### src/rtl/register_bank.sv
// General-purpose register bank: one write port, two combinational read ports and a
// handshaked dump sequencer. Optional same-cycle write forwarding via REGBANK_BYPASS_EN.
module register_bank #(
   parameter int B = 32,
   parameter int D = 5
) (
   input  logic         clk,
   input  logic         reset,
   input  logic         RegWrite,
   input  logic [D-1:0] write_addr,
   input  logic [B-1:0] write_data,
   input  logic [D-1:0] read_addr_a,
   input  logic [D-1:0] read_addr_b,
   output logic [B-1:0] data_a,
   output logic [B-1:0] data_b,
   input  logic         dump_start,
   input  logic         dump_ready,
   output logic         dump_valid,
   output logic [D-1:0] dump_addr,
   output logic [B-1:0] dump_data,
   output logic         dump_busy,
   output logic         dump_done
);

   localparam int N = 1 << D;

   localparam logic [1:0] S_IDLE = 2'd0;
   localparam logic [1:0] S_SEND = 2'd1;
   localparam logic [1:0] S_DONE = 2'd2;

   logic [B-1:0] r_regs [N];
   logic [1:0]   r_state;
   logic [D-1:0] r_dump_addr;
   logic [B-1:0] r_dump_data;

   logic         w_fwd_a;
   logic         w_fwd_b;
   logic         w_accept;
   logic         w_last;
   logic [D-1:0] w_next_addr;

   // Register 0 is never written, so it stays at its reset value of zero.
   always_ff @(posedge clk or negedge reset) begin
      if (!reset) begin
         for (int i = 0; i < N; i++) r_regs[i] <= '0;
      end else if (RegWrite && (write_addr != '0)) begin
         r_regs[write_addr] <= write_data;
      end
   end

`ifdef REGBANK_BYPASS_EN
   assign w_fwd_a = RegWrite && (write_addr != '0) && (write_addr == read_addr_a);
   assign w_fwd_b = RegWrite && (write_addr != '0) && (write_addr == read_addr_b);
`else
   assign w_fwd_a = 1'b0;
   assign w_fwd_b = 1'b0;
`endif

   assign data_a = (read_addr_a == '0) ? '0 : (w_fwd_a ? write_data : r_regs[read_addr_a]);
   assign data_b = (read_addr_b == '0) ? '0 : (w_fwd_b ? write_data : r_regs[read_addr_b]);

   assign dump_valid  = (r_state == S_SEND);
   assign dump_busy   = (r_state == S_SEND) || (r_state == S_DONE);
   assign dump_done   = (r_state == S_DONE);
   assign dump_addr   = r_dump_addr;
   assign dump_data   = r_dump_data;

   assign w_accept    = dump_valid && dump_ready;
   assign w_last      = &r_dump_addr;
   assign w_next_addr = r_dump_addr + 1'b1;

   // Beats sample r_regs before this edge's write lands, so each beat is a snapshot at load.
   always_ff @(posedge clk or negedge reset) begin
      if (!reset) begin
         r_state     <= S_IDLE;
         r_dump_addr <= '0;
         r_dump_data <= '0;
      end else begin
         case (r_state)
            S_IDLE: begin
               if (dump_start) begin
                  r_state     <= S_SEND;
                  r_dump_addr <= '0;
                  r_dump_data <= r_regs[0];
               end
            end
            S_SEND: begin
               if (w_accept) begin
                  if (w_last) begin
                     r_state <= S_DONE;
                  end else begin
                     r_dump_addr <= w_next_addr;
                     r_dump_data <= r_regs[w_next_addr];
                  end
               end
            end
            S_DONE:  r_state <= S_IDLE;
            default: r_state <= S_IDLE;
         endcase
      end
   end

endmodule

### config.mk
export PLATFORM = sky130hd
export DESIGN_NAME = register_bank
export DESIGN_NICKNAME = d
export VERILOG_FILES = /design/src/rtl/register_bank.sv
export SDC_FILE = /design/constraint.sdc
export NUM_CORES = 2
export LEC_CHECK = 0
export BUFFER_PORTS_ARGS = -buffer_cell sky130_fd_sc_hd__clkbuf_2
export CORE_UTILIZATION = 55
export DETAILED_ROUTE_END_ITERATION = 10
export PLACE_DENSITY_LB_ADDON = 0.15
export REMOVE_ABC_BUFFERS = 1
export SLEW_MARGIN = 20
export SYNTH_ARGS = -nofsm -noshare
export SYNTH_HDL_FRONTEND = slang
export SYNTH_SLANG_ARGS = --single-unit
### constraint.sdc
create_clock -name clk -period 3.07 [get_ports clk]
set_input_delay 0.1535 -clock clk [delete_from_list [all_inputs] [get_ports clk]]
set_output_delay 0.1535 -clock clk [all_outputs]
set_load 0.01 [all_outputs]
==> metrics.txt <==
initial antenna violation count 8; DRC 0; P_sw 18.64 mW; maximum vdd ir drop 0.0008044 V; Slew Limit Fails 0; final hold viol count 0; clk_skew 0.02766 ns; Int Pwr roughly 38 mW; vias in the first global route around 45000; Worst Path Max Fanout 12; Max Buffers Root-to-Sink 3; total number of vias roughly 46000; Routed WL 218600 µm; Post-Place Setup Slack around 0.23 ns; post-route ant nets 0; clock power share 27.1%; critical path type flip-flop to flip-flop; sinks on the clock net between 1000 and 1500; max frequency approximately 0.33 GHz; Nets about 4500; Seq/Total Area, Yosys between 40% and 50%; CTS root buf clkbuf_16; unrepaired setup endpoints after global routing no; Die Y 344.5 µm; Die ar. 118600 µm²; largest net degree at the start of global routing approximately 130; Worst Hold Class input pin to async pin; critical-path cell list ha_4 -> and3_1 -> ha_1 -> nand2_2 -> buf_4 -> nor4_1 -> o22a_1; crit end category flip-flop; Synth Cell Area ~65000 µm²; TritonCTS clock tree built; final RePlAce weighted congestion ~0.86; status completed; synthesized instance count approximately 4400; type of origin of the critical path flip-flop; ys async rst share 100.0%; relative slew slack approximately 30%; area delta synth->final 12.84%; worst hold margin about 0.046 ns; Core Footprint around 120000 µm²; final setup fails 0; io pins between 150 and 200; switching share of power around a third; non-filler cells, final between 6000 and 7000; input/output buffers between 150 and 200; Yosys cell types 48; fin area a little over 70000 µm²; H-tree depth 3; cts hold-fix bufs 5; CP max stage cell nor4_1; Syn Area/Cell approximately 15 µm²; TritonCTS Buffers 118; Die W 344.5 µm; Power Density between 700 and 800 nW/µm²; Leakage Power 30.99 nW; top_reg_cell synth dfrtp_1; YS warnings 0; global-route wire length before repair roughly 320000 µm; EDFF count, synth 0; Clock transition at path regs roughly 0.060 ns; vias per inst 7.485; DP Area 68580 µm²; detailed-route wire length per cell around 36 µm; register bit total from synthesis 1063; Max-Cap Viols 0; worst-margin pin slew roughly 1.0 ns; grt total ovfl 0; minimum clock period around 3 ns; number of DRC markers in iteration 0 between 5000 and 6000; placed insts 5857; Initial DRT Pass Iterations 8; period utilisation layout between 90% and 100%; post-CTS setup buffer count 0; crit-path max cell delay 0.57 ns; GRT Overall Usage between 30% and 40%; Post-DP HPWL 129100 µm; Reg power frac about a third; clk_lat worst skew between 0.7 and 0.8 ns; final setup margin just under 0.08 ns; combinational power share a little under two fifths; FP Rows ~130; share of cells above drive strength 1 between 50% and 60%; PostCTS Resize Cnt 0; Initial Util between 50% and 60%; Data arrival, critical path between 3 and 4 ns; Req. time, crit path roughly 3.7 ns
[synth_stat cells (all sizes together), types with 4 or more instances]
cell type  number  area, µm²
mux2         1047      11790
mux2i         275       2753
mux4          735      16550
a211oi          6      45.04
a2bb2oi         5      43.79
nor3b           4      30.03
clkbuf        299       1122
o22ai          20      125.1
o211ai          5      37.54
and3           51      319.1
nor2          137      514.2
o221ai         43      376.6
nand3b          5      37.54
a21oi          59      295.3
and2            7      43.79
buf           220       1082
nor3           72      360.4
o32a           32      320.3
nor4           33      206.5
o22a           32      280.3
a221oi          8      70.07
dfrtp        1063      26600
a211o           7      61.31
or3             4      25.02
o21ai         110      550.5
a21o            9      67.56
nand2          96      360.4
ha              6      75.07
a2111oi        12      105.1
a22oi           4      30.03
inv             6      22.52
[per-stage QoR]
| step | setup TNS (ns) | power, mW | utilization [%] |
|---|---|---|---|
| after floorplan | -451.88 | 30.41 | - |
| after global placement | 0 | 40.57 | 59.02 |
| after detailed placement | 0 | 40.96 | 59.02 |
| after CTS | 0 | 56.17 | 62.63 |
| after global routing | 0 | 58.42 | 62.63 |
| final | 0 | 56.26 | 62.63 |
[state kept, by name, summed over array words and instances, names as in the netlist]
| name | flops |
|---|---|
| dump_addr | 5 |
| r_regs | 1024 |
| r_state | 2 |
| dump_data | 32 |
[routing by layer]
| metal | up-vias | part of all wire, % | global-route usage, % |
|---|---|---|---|
| li1 | 17620 | - | - |
| met1 | 24400 | 40 | 54.60 |
| met2 | 2990 | 45 | 54.45 |
| met3 | 506 | 11 | 9.336 |
| met4 | 10 | 3.8 | 13.51 |
| met5 | - | 0.029 | 0 |
[power by group through the flow]
stage | clock [mW] | combinational [mW] | sequential [mW]
after global placement | 0 | 20.8 | 19.8
after detailed placement | 0 | 21.1 | 19.9
after floorplan | 0 | 11.3 | 19.1
after global routing | 15.9 | 22.4 | 20.1
after CTS | 15.3 | 21.2 | 19.7
final | 15.2 | 21.2 | 19.8
[cell usage in the layout (no fill, tap or decap), types with 6 or more instances in the layout]
| master | Yosys | routed |
|---|---|---|
| clkbuf_2 | 0 | 144 |
| buf_12 | 0 | 101 |
| a21oi_1 | 59 | 59 |
| a21o_1 | 9 | 9 |
| a2111oi_0 | 12 | 12 |
| buf_4 | 30 | 163 |
| mux2i_1 | 275 | 275 |
| o32a_1 | 32 | 32 |
| o21ai_0 | 110 | 110 |
| mux2_2 | 1047 | 1047 |
| o221ai_1 | 43 | 43 |
| clkbuf_8 | 0 | 23 |
| nor2_4 | 0 | 18 |
| nor3_1 | 72 | 72 |
| nor2_1 | 137 | 118 |
| o22ai_1 | 20 | 20 |
| a221oi_1 | 8 | 8 |
| mux4_2 | 735 | 735 |
| nor4_1 | 33 | 33 |
| nand2_1 | 96 | 79 |
| and2_1 | 7 | 6 |
| nand2_4 | 0 | 15 |
| clkinvlp_4 | 0 | 6 |
| a211oi_1 | 6 | 6 |
| clkbuf_1 | 299 | 23 |
| a211o_1 | 7 | 7 |
| and3_1 | 51 | 51 |
| clkbuf_16 | 0 | 122 |
| dfrtp_1 | 1063 | 1062 |
| clkinv_2 | 0 | 19 |
| o22a_1 | 32 | 32 |
| bufinv_16 | 0 | 15 |
[layout make-up]
class | count | area, µm²
Antenna cell | 2 | 5.005
Clock buffer | 168 | 3456
Clock inverter | 50 | 685.7
Fill cell | 8742 | 43420
Inverter | 7 | 28.78
Multi-Input combinational cell | 2849 | 35990
Sequential cell | 1063 | 26600
Tap cell | 1524 | 1907
Timing Repair Buffer | 419 | 4103
[kinds of logic (layout without fill, tap and decap cells)]
| group | Yosys count | in the layout | share of synthesized area (%) |
|---|---|---|---|
| adder cells (fa/ha/maj) | 6 | 6 | 0.1164 |
| AO/OA/AOI/OAI | 359 | 359 | 3.823 |
| multiplexers | 2057 | 2057 | 48.21 |
| other | 0 | 2 | 0 |
| buffers and inverters | 526 | 644 | 3.459 |
| flip-flops | 1063 | 1063 | 41.24 |
| XOR/XNOR | 3 | 3 | 0.05239 |
| AND/OR/NAND/NOR | 424 | 424 | 3.098 |
[path summary, 6_finish.rpt]
path,startpoint,end,slack [ns],depth (start not counted)
max,dump_addr[0],dump_data[15],0.08,7
min,reset,r_regs[222],0.05,2
max reg2reg,dump_addr[0],dump_data[15],0.08,7
min reg2reg,r_regs[1005],r_regs[1005],0.44,0
max in group asynchronous,reset,r_regs[38],1.99,3
min in group clk,write_data[28],r_regs[764],0.12,2
[critical path, delay by kind of cell, from the launching register on]
family          cells  cell delay [ns]
simple gates        3             1.22
flops               1             0.54
fa+ha+maj           2             0.54
buf+inv             1             0.42
compound gates      1             0.20
Note: power is estimated with default switching activity, not from simulation.
